[src/rtl/core_pkg.sv]
`default_nettype none
// +----------------------------------------------------------------------+
// | core_pkg                                                              |
// | Shared types and constants for the GPR writeback path.               |
// |   gpr_addr_t / gpr_data_t : GPR index and data word                   |
// |   NUM_GPR                 : number of architectural registers         |
// |   wb_req_t                : one writeback request {addr, data}        |
// | Revision: 1.0 - initial release                                       |
// +----------------------------------------------------------------------+
package core_pkg;

  localparam int NUM_GPR = 16;

  typedef logic [3:0]  gpr_addr_t;
  typedef logic [31:0] gpr_data_t;

  typedef struct packed {
    gpr_addr_t addr;
    gpr_data_t data;
  } wb_req_t;

endpackage : core_pkg
`default_nettype wire

[src/rtl/core_wb_arb_if.sv]
`default_nettype none
// +----------------------------------------------------------------------+
// | core_wb_arb_if                                                        |
// | Writeback request bus (NREQ producers) plus the registered GPR write  |
// | port driven by the arbiter.                                           |
// |   req_valid/req_addr/req_data : producer requests                     |
// |   req_ready                   : one-hot grant back to producers       |
// |   wb/wb_addr/wb_data          : GPR write port                        |
// |   master : producer / GPR side       slave : arbiter side             |
// | Revision: 1.0 - initial release                                       |
// +----------------------------------------------------------------------+
interface core_wb_arb_if #(
  parameter int NREQ = 3
);
  import core_pkg::*;

  logic      [NREQ-1:0] req_valid;
  gpr_addr_t [NREQ-1:0] req_addr;
  gpr_data_t [NREQ-1:0] req_data;
  logic      [NREQ-1:0] req_ready;
  logic                 wb;
  gpr_addr_t            wb_addr;
  gpr_data_t            wb_data;

  modport master (
    output req_valid, req_addr, req_data,
    input  req_ready, wb, wb_addr, wb_data
  );

  modport slave (
    input  req_valid, req_addr, req_data,
    output req_ready, wb, wb_addr, wb_data
  );

endinterface : core_wb_arb_if
`default_nettype wire

[src/rtl/core_rr_arb.sv]
`default_nettype none
// +----------------------------------------------------------------------+
// | core_rr_arb                                                           |
// | Combinational round-robin arbiter with a registered start pointer.    |
// |   clk, rst_n : clock, async active-low reset                          |
// |   req        : request vector                                        |
// |   accept     : strobe, the current grant is transferred this edge     |
// |   gnt        : one-hot grant (zero when no request)                   |
// | Revision: 1.0 - initial release                                       |
// +----------------------------------------------------------------------+
module core_rr_arb #(
  parameter int N = 3
) (
  input  logic         clk,
  input  logic         rst_n,
  input  logic [N-1:0] req,
  input  logic         accept,
  output logic [N-1:0] gnt
);

  localparam int c_PTR_W = (N > 1) ? $clog2(N) : 1;

  logic [c_PTR_W-1:0] r_ptr;
  logic [c_PTR_W-1:0] w_ptr_nxt;

  function automatic logic [c_PTR_W-1:0] wrap_idx(input int v);
    return c_PTR_W'(v % N);
  endfunction

  // Scan from the farthest offset down to the pointer itself, so the
  // last hit (closest to ptr) is the one that survives.
  always_comb begin
    gnt       = '0;
    w_ptr_nxt = r_ptr;
    for (int k = N - 1; k >= 0; k--) begin
      if (req[wrap_idx(int'(r_ptr) + k)]) begin
        gnt                            = '0;
        gnt[wrap_idx(int'(r_ptr) + k)] = 1'b1;
        w_ptr_nxt                      = wrap_idx(int'(r_ptr) + k + 1);
      end
    end
  end

  always_ff @(posedge clk or negedge rst_n) begin
    if (!rst_n) begin
      r_ptr <= '0;
    end else if (accept) begin
      r_ptr <= w_ptr_nxt;
    end
  end

endmodule : core_rr_arb
`default_nettype wire

[src/rtl/core_wb_arb.sv]
`default_nettype none
// +----------------------------------------------------------------------+
// | core_wb_arb                                                           |
// | Shares the single GPR write port among NREQ producers (round-robin)   |
// | and keeps a per-register count of in-flight writes for hazard checks. |
// |   clk, rst_n  : clock, async active-low reset                         |
// |   bus         : request bus in, registered GPR write port out         |
// |   issue_valid : instruction targeting issue_addr issued this cycle    |
// |   issue_addr  : its destination register                              |
// |   busy        : per-register "write pending" flags                    |
// |   sb_err      : sticky scoreboard overflow/underflow flag             |
// | Revision: 1.0 - initial release                                       |
// +----------------------------------------------------------------------+
module core_wb_arb
  import core_pkg::*;
#(
  parameter int NREQ = 3,
  parameter int CNTW = 2
) (
  input  logic                clk,
  input  logic                rst_n,
  core_wb_arb_if.slave        bus,
  input  logic                issue_valid,
  input  gpr_addr_t           issue_addr,
  output logic [NUM_GPR-1:0]  busy,
  output logic                sb_err
);

  localparam logic [CNTW-1:0] c_CNT_MAX = '1;

  logic [NREQ-1:0]    w_gnt;
  logic               w_accept;
  wb_req_t            w_sel;
  logic               r_wb;
  gpr_addr_t          r_wb_addr;
  gpr_data_t          r_wb_data;
  logic [NUM_GPR-1:0] w_err;
  logic               r_sb_err;

  core_rr_arb #(.N(NREQ)) u_arb (
    .clk    (clk),
    .rst_n  (rst_n),
    .req    (bus.req_valid),
    .accept (w_accept),
    .gnt    (w_gnt)
  );

  // No downstream backpressure: any grant is a transfer.
  assign bus.req_ready = w_gnt;
  assign w_accept      = |(w_gnt & bus.req_valid);

  always_comb begin
    w_sel = '0;
    for (int i = 0; i < NREQ; i++) begin
      if (w_gnt[i]) begin
        w_sel.addr = bus.req_addr[i];
        w_sel.data = bus.req_data[i];
      end
    end
  end

  // Address/data hold their last value when idle; only wb pulses.
  always_ff @(posedge clk or negedge rst_n) begin
    if (!rst_n) begin
      r_wb      <= 1'b0;
      r_wb_addr <= '0;
      r_wb_data <= '0;
    end else begin
      r_wb <= w_accept;
      if (w_accept) begin
        r_wb_addr <= w_sel.addr;
        r_wb_data <= w_sel.data;
      end
    end
  end

  assign bus.wb      = r_wb;
  assign bus.wb_addr = r_wb_addr;
  assign bus.wb_data = r_wb_data;

  // The decrement is keyed on the registered write port, so busy drops
  // at the same edge the GPR file captures the data.
  for (genvar r = 0; r < NUM_GPR; r++) begin : g_cnt
    logic            w_inc;
    logic            w_dec;
    logic [CNTW-1:0] r_cnt;

    assign w_inc = issue_valid && (issue_addr == gpr_addr_t'(r));
    assign w_dec = r_wb && (r_wb_addr == gpr_addr_t'(r));

    assign w_err[r] = (w_inc && !w_dec && (r_cnt == c_CNT_MAX)) ||
                      (w_dec && !w_inc && (r_cnt == '0));

    always_ff @(posedge clk or negedge rst_n) begin
      if (!rst_n) begin
        r_cnt <= '0;
      end else if (w_inc && !w_dec && (r_cnt != c_CNT_MAX)) begin
        r_cnt <= r_cnt + CNTW'(1);
      end else if (w_dec && !w_inc && (r_cnt != '0)) begin
        r_cnt <= r_cnt - CNTW'(1);
      end
    end

    assign busy[r] = |r_cnt;
  end

  always_ff @(posedge clk or negedge rst_n) begin
    if (!rst_n) begin
      r_sb_err <= 1'b0;
    end else if (|w_err) begin
      r_sb_err <= 1'b1;
    end
  end

  assign sb_err = r_sb_err;

endmodule : core_wb_arb
`default_nettype wire
[src/flat_wrapper.sv]
// flat-port wrapper written by rule: the top's interface ports become plain ports
module core_wb_arb_flat import core_pkg::*;
#(
  parameter int NREQ = 3,
  parameter int CNTW = 2
)
  (clk, rst_n, issue_valid, issue_addr, busy, sb_err, bus_req_valid, bus_req_addr, bus_req_data, bus_req_ready, bus_wb, bus_wb_addr, bus_wb_data);
  core_wb_arb_if #(.NREQ(NREQ)) bus_i ();
  input  logic clk;
  input  logic rst_n;
  input  logic issue_valid;
  input  gpr_addr_t issue_addr;
  output logic [NUM_GPR-1:0] busy;
  output logic sb_err;
  input wire logic [$bits(bus_i.req_valid)-1:0] bus_req_valid;
  input wire logic [$bits(bus_i.req_addr)-1:0] bus_req_addr;
  input wire logic [$bits(bus_i.req_data)-1:0] bus_req_data;
  output wire logic [$bits(bus_i.req_ready)-1:0] bus_req_ready;
  output wire logic [$bits(bus_i.wb)-1:0] bus_wb;
  output wire logic [$bits(bus_i.wb_addr)-1:0] bus_wb_addr;
  output wire logic [$bits(bus_i.wb_data)-1:0] bus_wb_data;
  assign bus_i.req_valid = bus_req_valid;
  assign bus_i.req_addr = bus_req_addr;
  assign bus_i.req_data = bus_req_data;
  assign bus_req_ready = bus_i.req_ready;
  assign bus_wb = bus_i.wb;
  assign bus_wb_addr = bus_i.wb_addr;
  assign bus_wb_data = bus_i.wb_data;
  core_wb_arb #(.NREQ(NREQ), .CNTW(CNTW)) u_core (.clk(clk), .rst_n(rst_n), .bus(bus_i), .issue_valid(issue_valid), .issue_addr(issue_addr), .busy(busy), .sb_err(sb_err));
endmodule
[config.mk]
export PLATFORM = sky130hd
export DESIGN_NAME = core_wb_arb_flat
export DESIGN_NICKNAME = d
export VERILOG_FILES = /design/src/rtl/core_pkg.sv /design/src/rtl/core_wb_arb_if.sv /design/src/rtl/core_rr_arb.sv /design/src/rtl/core_wb_arb.sv /design/src/flat_wrapper.sv
export SDC_FILE = /design/constraint.sdc
export NUM_CORES = 1
export LEC_CHECK = 0
export ABC_AREA = 1
export CAP_MARGIN = 40
export CORE_ASPECT_RATIO = 0.7
export CORE_MARGIN = 4
export CORE_UTILIZATION = 65
export DETAILED_ROUTE_END_ITERATION = 7
export DONT_BUFFER_PORTS = 1
export HOLD_SLACK_MARGIN = 0.02
export PLACE_DENSITY = 0.91
export SYNTH_ARGS = -nofsm -noshare
export SYNTH_HDL_FRONTEND = slang
export SYNTH_SLANG_ARGS = --single-unit
[constraint.sdc]
create_clock -name clk -period 3.47 [get_ports clk]
set_input_delay 0.694 -clock clk [delete_from_list [all_inputs] [get_ports clk]]
set_output_delay 0.694 -clock clk [all_outputs]
set_load 0.02 [all_outputs]
# Yosys cells after proc, flatten, opt, wreduce, memory -nomap -nowiden
# Cells that the tools add are included.
[word_totals]
in_bits = 118
word_cells = 433
regBits = 72
output_inout_bits = 57
[op_classes]
n_reduce_logical = 249
order_cmp = 6
add_sub_neg = 36
n_mux = 53
div_mod_pow = 5
n_eq_ne = 62
n_bitwise = 1
[ops]
columns = ["operator", "n"]
rows = [
  ["$logic_and A1 B1 Y1", 131],
  ["$mod A32 B3 Y32 const B", 4],
  ["$mux W36", 3],
  ["$mux W2", 35],
  ["$eq A4 B4 Y1 const B", 16],
  ["$reduce_bool A2 Y1", 32],
  ["$add A2 B1 Y2 const B", 16],
  ["$add A32 B2 Y32 const B", 1],
  ["$eq A2 B2 Y1 const B", 16],
  ["$eq A4 B3 Y1 const B", 8],
  ["$logic_not A1 Y1", 32],
  ["$logic_not A2 Y1", 16],
  ["$mod A3 B3 Y32 const B", 1],
  ["$ne A2 B2 Y1 const B", 16],
  ["$reduce_or A2 Y1", 16],
  ["$sub A2 B1 Y2 const B", 16],
  ["$eq A4 B2 Y1 const B", 4],
  ["$logic_or A1 B1 Y1", 16],
  ["$reduce_or A16 Y1", 1],
  ["$lt A2 B3 Y1 const B", 3],
  ["$mux W3", 3],
  ["$eq A4 B1 Y1 const B", 2],
  ["$logic_not A4 Y1", 2],
  ["$bmux W1 S2", 3],
  ["10 further kinds", 19],
]

# Depth between registers and ports, before layout
# Gate-level depths: netlist (run 1).
[depth]
word_depth = 12
ltp_mapped = 25
mapped_depth_nobuf = 24

# Hierarchy
# A second synthesis (run 1) with hierarchy kept.
[hier_totals]
hier_cells = 802
hier_area_um2 = 5231.3
[by_module_without_submodules]
columns = ["mod", "area_each_um2", "cells_each", "n_inst", "seq_area_each_um2"]
rows = [
  ["core_wb_arb", 4496.8, 683, 1, 1751.7],
  ["core_rr_arb", 734.5, 119, 1, 50.0],
]

# Worst setup path before layout (run 1)
# OpenSTA, ideal clock, no wires.
[synth_path]
kind = "flip-flop to flip-flop"
startpoint = "register u_core.u_arb.r_ptr[0]"
endpoint = "register u_core.u_arb.r_ptr[1]"
slack_ns = 0.471
synth_period_minus_slack_ns = 2.999
setup_ns = 0.116
path_buffers = 1
arrival_time_ns = 2.882
stages_incl_launch_ff = 24
t_required_ns = 3.354
cell_sequence = "dfrtp_1 -> inv_1 -> ha_1 -> buf_4 -> inv_2 -> nand2_1 -> nand3_2 -> nand3_1 -> xor2_1 -> ha_1 -> ha_1 -> nor2_1 -> o21ai_0 -> nand2_1 -> nand2_1 -> ha_1 -> inv_1 -> nand2_1 -> inv_1 -> nand2_1 -> nand2_1 -> nand3_1 -> nand2_1 -> nand2_1"
[synth_via]
elab_chain_cells = 12
word_cells_on_any_way = 40
cone_classes = "4 x add/sub; 5 x div; 6 x order compare; 18 x mux; 1 x bitwise; 6 x reduce/logical"
[synth_rtl]
columns = ["element", "line_no", "text"]
rows = [
  ["start, declared", "core_rr_arb.sv:23", "logic [c_PTR_W-1:0] r_ptr;"],
  ["start signal, assigned", "core_rr_arb.sv:48", "r_ptr <= w_ptr_nxt;"],
  ["$add A2 B2 Y3", "core_rr_arb.sv:36, core_rr_arb.sv:38, core_rr_arb.sv:39", ""],
  ["$mod A32 B3 Y32", "core_rr_arb.sv:27", "return c_PTR_W'(v % N);"],
  ["$lt A2 B3 Y1 (not written as such) or $ge A2 B1 Y1 (tied branches)", "core_rr_arb.sv:38", "gnt[wrap_idx(int'(r_ptr) + k)] = 1'b1;"],
  ["$logic_and A1 B1 Y1 (not written as such)", "core_rr_arb.sv:38", ""],
  ["$mux W1 (not written as such)", "core_rr_arb.sv:38", ""],
  ["$demux W1 S2", "core_rr_arb.sv:38", ""],
  ["$mux W3 (3 in series)", "core_rr_arb.sv:36", "if (req[wrap_idx(int'(r_ptr) + k)]) begin"],
  ["$and A3 B3 Y3", "core_wb_arb.sv:50", "assign w_accept = |(w_gnt & bus.req_valid);"],
  ["$reduce_or A3 Y1", "core_wb_arb.sv:50", ""],
  ["$reduce_and A2 Y1 (no source line)", "--", ""],
]
# Several ways; a longest one is shown, not always the timed one. The select of a mux whose other input is x is not followed.
# A chain may end at the register's enable or synchronous reset.

# Worst setup path after layout (run 1)
[layout_path]
startpoint = "register u_core.u_arb.r_ptr[0]"
endpoint = "output port bus_req_ready[0]"
[layout_via]
elab_chain_cells = 9
word_cells_on_any_way = 29
cone_classes = "2 x add/sub; 3 x div; 6 x order compare; 15 x mux; 3 x reduce/logical"
[layout_rtl]
columns = ["element", "line_no", "text"]
rows = [
  ["$add A2 B2 Y3", "core_rr_arb.sv:36, core_rr_arb.sv:38", ""],
  ["$mod A32 B3 Y32", "core_rr_arb.sv:27", ""],
  ["$lt A2 B3 Y1 (not written as such) or $ge A2 B1 Y1 (tied branches)", "core_rr_arb.sv:38", ""],
  ["$logic_and A1 B1 Y1 (not written as such)", "core_rr_arb.sv:38", ""],
  ["$mux W1 (not written as such)", "core_rr_arb.sv:38", ""],
  ["$demux W1 S2", "core_rr_arb.sv:38", ""],
  ["$mux W3 (2 in series)", "core_rr_arb.sv:36", ""],
  ["$mux W3 *", "core_rr_arb.sv:36", ""],
  ["end, declared", "flat_wrapper.sv:18", "output wire logic [$bits(bus_i.req_ready)-1:0] bus_req_ready;"],
]
# Every way passes the cells marked *; elsewhere a longest branch is shown, timed or not. The select of a mux whose other input is x is not followed.

==> impl_results.md, run 1 <==
- Run status: finished clean
- Final worst slack: 251 ps
- HP Class: input pin to async pin
- Clk buf depth: 2
- Main flop type after synthesis: dfrtp_1
- Fin util: 0.721
- Total number of vias: 4936
- ANT cells: 0
- DRT Pass-1 Iters: 5
- CP delay by family, top: buffers and inverters
- Synthesized area: 5050 µm²
- Via density: 6.12
- DR iter-0 viols: 443
- Postcts setup bufs: 0
- Max Clock Freq: 311 MHz
- Grt total ovfl: 0
- Clk sink count: 72
- Initial Util: 0.681
- CTS Buf Count: 9
- Root Driver: clkbuf_8
- Fin. max-slew vios: 0
- # Max-Cap Violations: 0
- Period minus WS final: 3220 ps
- Initial antenna violation count: 0
- Synth cell types: 39
- Die height: 81.8 µm
- R2R setup slack: 290 ps
- Vias in the first global route: 4676
- CP Launch Type: flop
- Worst Clk Skew: 10.7 ps
- Crit path largest cell delay: 470 ps
- Area growth syn-to-layout: 5.92%
- Antenna violation net count after detailed routing: 0
- Cell count of the worst reg-to-reg path: 24
- Most frequent cells in the layout: nand2_1 (212), nand3_1 (104), dfrtp_1 (71)
- Seq cells post-synth: 72
- Clk pin slew, worst setup/hold paths: 80 ps
- Crit-path cells: inv_2 > ha_4 > inv_2 > nand2_1 > nand3_2 > nand2_4 > o21ai_1 > nand2_1 > nand2_1 > buf_4
- Final layout net count: 831
- Filler cells: 586
- # setup viols final: 0
- Yosys warns: 0
- Die area: 9270 µm²
- Kind of critical path: flop to output pin
- # port buffers: 0
- FFs w/ async S/R, synth: 1.00
- Critical Path AT: 2520 ps
- CTS tree: built
- Crit end category: output pin
- Final Hold Fails: 0
- Worst-Skew Late Latency: 350 ps
- Number of synthesized flops with an enable pin: 0
- Reg-to-reg endpoint: u_core.u_arb.r_ptr[1]
- Core area: 7420 µm²
- Syn Nets: 835
- Post-DP HPWL: 10800 µm
- Slowest cell on crit path: dfrtp_2
- Share of layout cells above drive strength 1: 0.0960
- CP most frequent cell: nand2_1
- H-tree depth: 3
- # DRC: 0
- Tot GR Track Use: 0.309
- Crit path buf inv count: 3
- Final Cycle Share: 0.928
- DRT Wirelength: 14300 µm
- FF-to-FF Start: u_core.u_arb.r_ptr[0]
- Largest net degree at the start of global routing: 53
- Row count: 26
- I/O pin total: 175
- Leading cell type in the layout, fill and taps excluded: nand2_1
- Synthesized instance count: 707
- First-pass GRT wire length: 22700 µm
- DR WL/cell: 17.7 µm
- Critical Path RT: 2780 ps
- Register area share after synthesis: 0.357
- Syn Area/Cell: 7.14 µm²
- Worst slew margin: 0.424
- RD Place Congestion: 0.957
- CP max FO: 29
- Worst Tran Pin Value: 861 ps
- Dpl ws: 43.0 ps
- Die width: 113 µm
sequential cells by signal, summed over array words and instances, names as in the netlist:
register	cells
u_core.bus.wb_addr	4
u_core.sb_err	1
u_core.bus.wb_data	32
u_core.bus.wb	1
u_core.g_cnt.r_cnt	32
u_core.u_arb.r_ptr	2
routing by layer:
metal  GRT usage  share of wire  up-vias
met3      0.0876           0.11       27
li1            -              -     2334
met2       0.527           0.47      283
met4      0.0828          0.015        0
met1       0.392           0.41     2292
met5           0              0        -
how the worst max path moves through the flow:
stage	from	endpoint	slack [ps]	depth (start not counted)
global route	u_core.u_arb.r_ptr[0]	u_core.u_arb.r_ptr[1]	-9	24
CTS	u_core.u_arb.r_ptr[0]	u_core.u_arb.r_ptr[1]	20	22
global placement	u_core.u_arb.r_ptr[0]	u_core.u_arb.r_ptr[1]	250	22
detailed placement	u_core.u_arb.r_ptr[0]	u_core.u_arb.r_ptr[1]	40	22
floorplan	u_core.u_arb.r_ptr[0]	u_core.u_arb.r_ptr[1]	470	23
finish	u_core.u_arb.r_ptr[0]	bus_req_ready[0]	250	10
through the flow:
step                      area, µm²  TNS, ps  hold slack [ps]  instances
after global routing           5350    -9.43             19.5        806
after floorplan                5050        0              398        707
after detailed placement       5040        0              400        783
final                          5350        0             39.8        806
after global placement         5040        0              400        783
after CTS                      5260        0             20.3        800
synthesized netlist by cell type, types with 3 or more instances:
library cell	count	area, µm²
o21ai_1	3	15.0
buf_2	11	55.1
nand2_1	212	796
a21oi_1	5	25.0
and2_1	4	25.0
nand4_1	7	43.8
nand3_2	3	30.0
nor2_1	65	244
a21boi_0	4	30.0
o211ai_1	16	120
nand3_1	105	526
clkbuf_1	3	11.3
ha_1	10	125
dfrtp_1	72	1800
o21ai_0	43	215
inv_1	55	206
nand2_2	4	25.0
buf_6	7	78.8
xor2_1	17	149
buf_4	6	45.0
inv_2	3	11.3
o22ai_1	4	25.0
nor3_1	8	40.0
o211ai_2	20	250
timing repair:
| action | CTS | global route |
|---|---|---|
| hold buffers | 1 | 5 |
| endpoints found under the setup margin | 0 | 4 |
| hold endpoints to repair | 21 | 19 |
| gates resized for setup | 0 | 8 |
logic make-up after synthesis:
kind of cell             count (synthesis)  share of synthesized area
AND/OR/NAND/NOR                        416                      0.355
AO/OA/AOI/OAI                          103                      0.149
buffers and inverters                   89                     0.0847
flip-flops                              72                      0.357
XOR/XNOR                                17                     0.0295
adder cells (fa/ha/maj)                 10                     0.0248
final cells by class:
class,count,area (µm²),area share
clock buffer,10,138,0.0257
clock inverter,6,67.6,0.0126
inverter,60,230,0.0430
multi-input combinational,546,2850,0.533
sequential,72,1800,0.337
tap,98,123,0.0229
timing repair buffer,14,140,0.0262
worst reg2reg max path: stages, from the launching register on:
cell and delay, ps:
dfrtp_2 470, inv_2 160, ha_1 300, inv_1 160
nand2_1 80, nand2_1 50, nand2_1 70, nand3_1 70
nand2_1 90, inv_1 70, ha_1 210, ha_1 210
nor2_2 150, o21ai_1 110, nand2_1 70, nand2_1 70
ha_1 190, inv_1 50, nand2_1 50, inv_1 80
nand2_1 80, nand2_1 70, nand3_1 80, nand2_1 70
nand2_1 50
Power of run 1 is left out: the tool's default activity adds up to more than one toggle a clock period on the data nets, which glitch-free logic cannot reach.
==> inputs of run 2 (changes only) <==
- CTS_CLUSTER_DIAMETER: not set -> 80
- GPL_ROUTABILITY_DRIVEN: not set -> 0
==> impl_results.md, run 2 (synthesized netlist as in run 1, its figures left out) <==
- Postcts setup bufs: 0
- H-tree depth: 3
- Final Cycle Share: 0.939
- Core area: 7420 µm²
- Grt met3 use: 0.0884
- Grt met1 use: 0.339
- CP max FO: 6
- Fin. max-slew vios: 0
- Slowest cell on crit path: dfrtp_2
- Final layout net count: 825
- Post-DP HPWL: 10200 µm
- Cell count after placement: 782
- DRT Pass-1 Iters: 6
- Run status: finished clean
- HP Class: input pin to async pin
- Share of layout cells above drive strength 1: 0.0940
- Met2 Use GR: 0.514
- Total number of vias: 4937
- Via density: 6.17
- CP most frequent cell: nand2_1
- # setup viols final: 0
- CP Launch Type: flop
- # Max-Cap Violations: 0
- I/O pin total: 175
- FF-to-FF Start: u_core.u_arb.r_ptr[0]
- ANT cells: 0
- Crit path buf inv count: 5
- DRT Wirelength: 13600 µm
- DR iter-0 viols: 373
- Vias in the first global route: 4587
- Clk sink count: 72
- Kind of critical path: flop to flop
- Die width: 113 µm
- Most frequent cells in the layout: nand2_1 (212), nand3_1 (104), dfrtp_1 (71)
- Crit end category: flop
- Fin util: 0.713
- # port buffers: 0
- Largest net degree at the start of global routing: 73
- CTS tree: built
- Cell count of the worst reg-to-reg path: 24
- Worst Tran Pin Value: 449 ps
- Die height: 81.8 µm
- Die area: 9270 µm²
- Root Driver: clkbuf_8
- Area growth syn-to-layout: 4.71%
- Worst Clk Skew: 13.6 ps
- Row count: 26
- DR WL/cell: 17.0 µm
- Initial Util: 0.681
- Worst-Skew Late Latency: 340 ps
- Reg-to-reg endpoint: u_core.u_arb.r_ptr[1]
- Final Hold Fails: 0
- Max Clock Freq: 307 MHz
- Initial antenna violation count: 0
- Crit-path cells: inv_2 > ha_1 > inv_1 > nand2_1 > nand2_1 > nand2_1 > nand3_1 > nand2_1 > inv_1 > ha_1 > ha_1 > nor2_2 > o21ai_0 > nand2_1 > nand2_1 > ha_1 > inv_1 > nand2_1 > inv_1 > nand2_1 > nand2_1 > nand3_1 > nand2_1 > nand2_1
- # DRC: 0
- Clk buf depth: 2
- Crit path largest cell delay: 460 ps
- Final TNS setup: 0 ps
- Critical Path RT: 3710 ps
- Critical Path AT: 3500 ps
- Worst slew margin: 0.698
- Busiest grt layer: met2
- Leading cell type in the layout, fill and taps excluded: nand2_1
- Antenna violation net count after detailed routing: 0
- First-pass GRT wire length: 21200 µm
- Finished Layout Cells: 800
- Grt total ovfl: 0
- Clk pin slew, worst setup/hold paths: 80 ps
- CTS Buf Count: 9
- Period minus WS final: 3260 ps
- CP delay by family, top: simple AND/OR/NAND/NOR gates
- Tot GR Track Use: 0.285
- R2R setup slack: 210 ps
## run 2: area by class of cell
cell class	instances	area [µm²]
multi-input combinational	546	2840
fill	560	2130
sequential	72	1800
inverter	60	230
clock buffer	11	151
tap	98	123
timing repair buffer	8	100
clock inverter	5	40.0
## run 2: timing repair
item,CTS,global route
endpoints found under the setup margin,0,2
endpoints found under the hold margin,0,5
resized for setup,0,6
hold buffers,0,2
## run 2: routing by layer
layer  up-vias  wire [µm]
li1       2320          -
met4         0        247
met1      2278       5290
met5         -          0
met3        32       1610
met2       307       6490
## run 2: through the flow
step	cell area, µm²	setup slack (ps)	hold WS (ps)
after floorplan	5050	471	398
after global placement	5050	324	400
after detailed placement	5050	34.2	400
after CTS	5240	41.0	24.7
after global routing	5290	-3.71	20.7
final	5290	212	41.3
## run 2: worst register-to-register path, cell delays in order, from the launching register on
cell and delay (ps):
dfrtp_2 460, inv_2 140, ha_1 310, inv_1 150, nand2_1 100, nand2_1 70, nand2_1 60, nand3_1 70
nand2_1 90, inv_1 70, ha_1 210, ha_1 220, nor2_2 150, o21ai_0 150, nand2_1 100, nand2_1 70
ha_1 180, inv_1 50, nand2_1 60, inv_1 100, nand2_1 80, nand2_1 60, nand3_1 90, nand2_1 70
nand2_1 50
## run 2: worst max path at each step
| stage | endpoint | depth (start not counted) | slack (ps) | start |
|---|---|---|---|---|
| finish | u_core.u_arb.r_ptr[1] | 24 | 210 | u_core.u_arb.r_ptr[0] |
| global route | u_core.u_arb.r_ptr[1] | 24 | -4 | u_core.u_arb.r_ptr[1] |
| CTS | u_core.u_arb.r_ptr[1] | 22 | 40 | u_core.u_arb.r_ptr[0] |
| detailed placement | u_core.u_arb.r_ptr[1] | 22 | 30 | u_core.u_arb.r_ptr[0] |
| global placement | u_core.u_arb.r_ptr[1] | 22 | 320 | u_core.u_arb.r_ptr[0] |
| floorplan | u_core.u_arb.r_ptr[1] | 23 | 470 | u_core.u_arb.r_ptr[0] |
Power of run 2 is left out for the same reason.
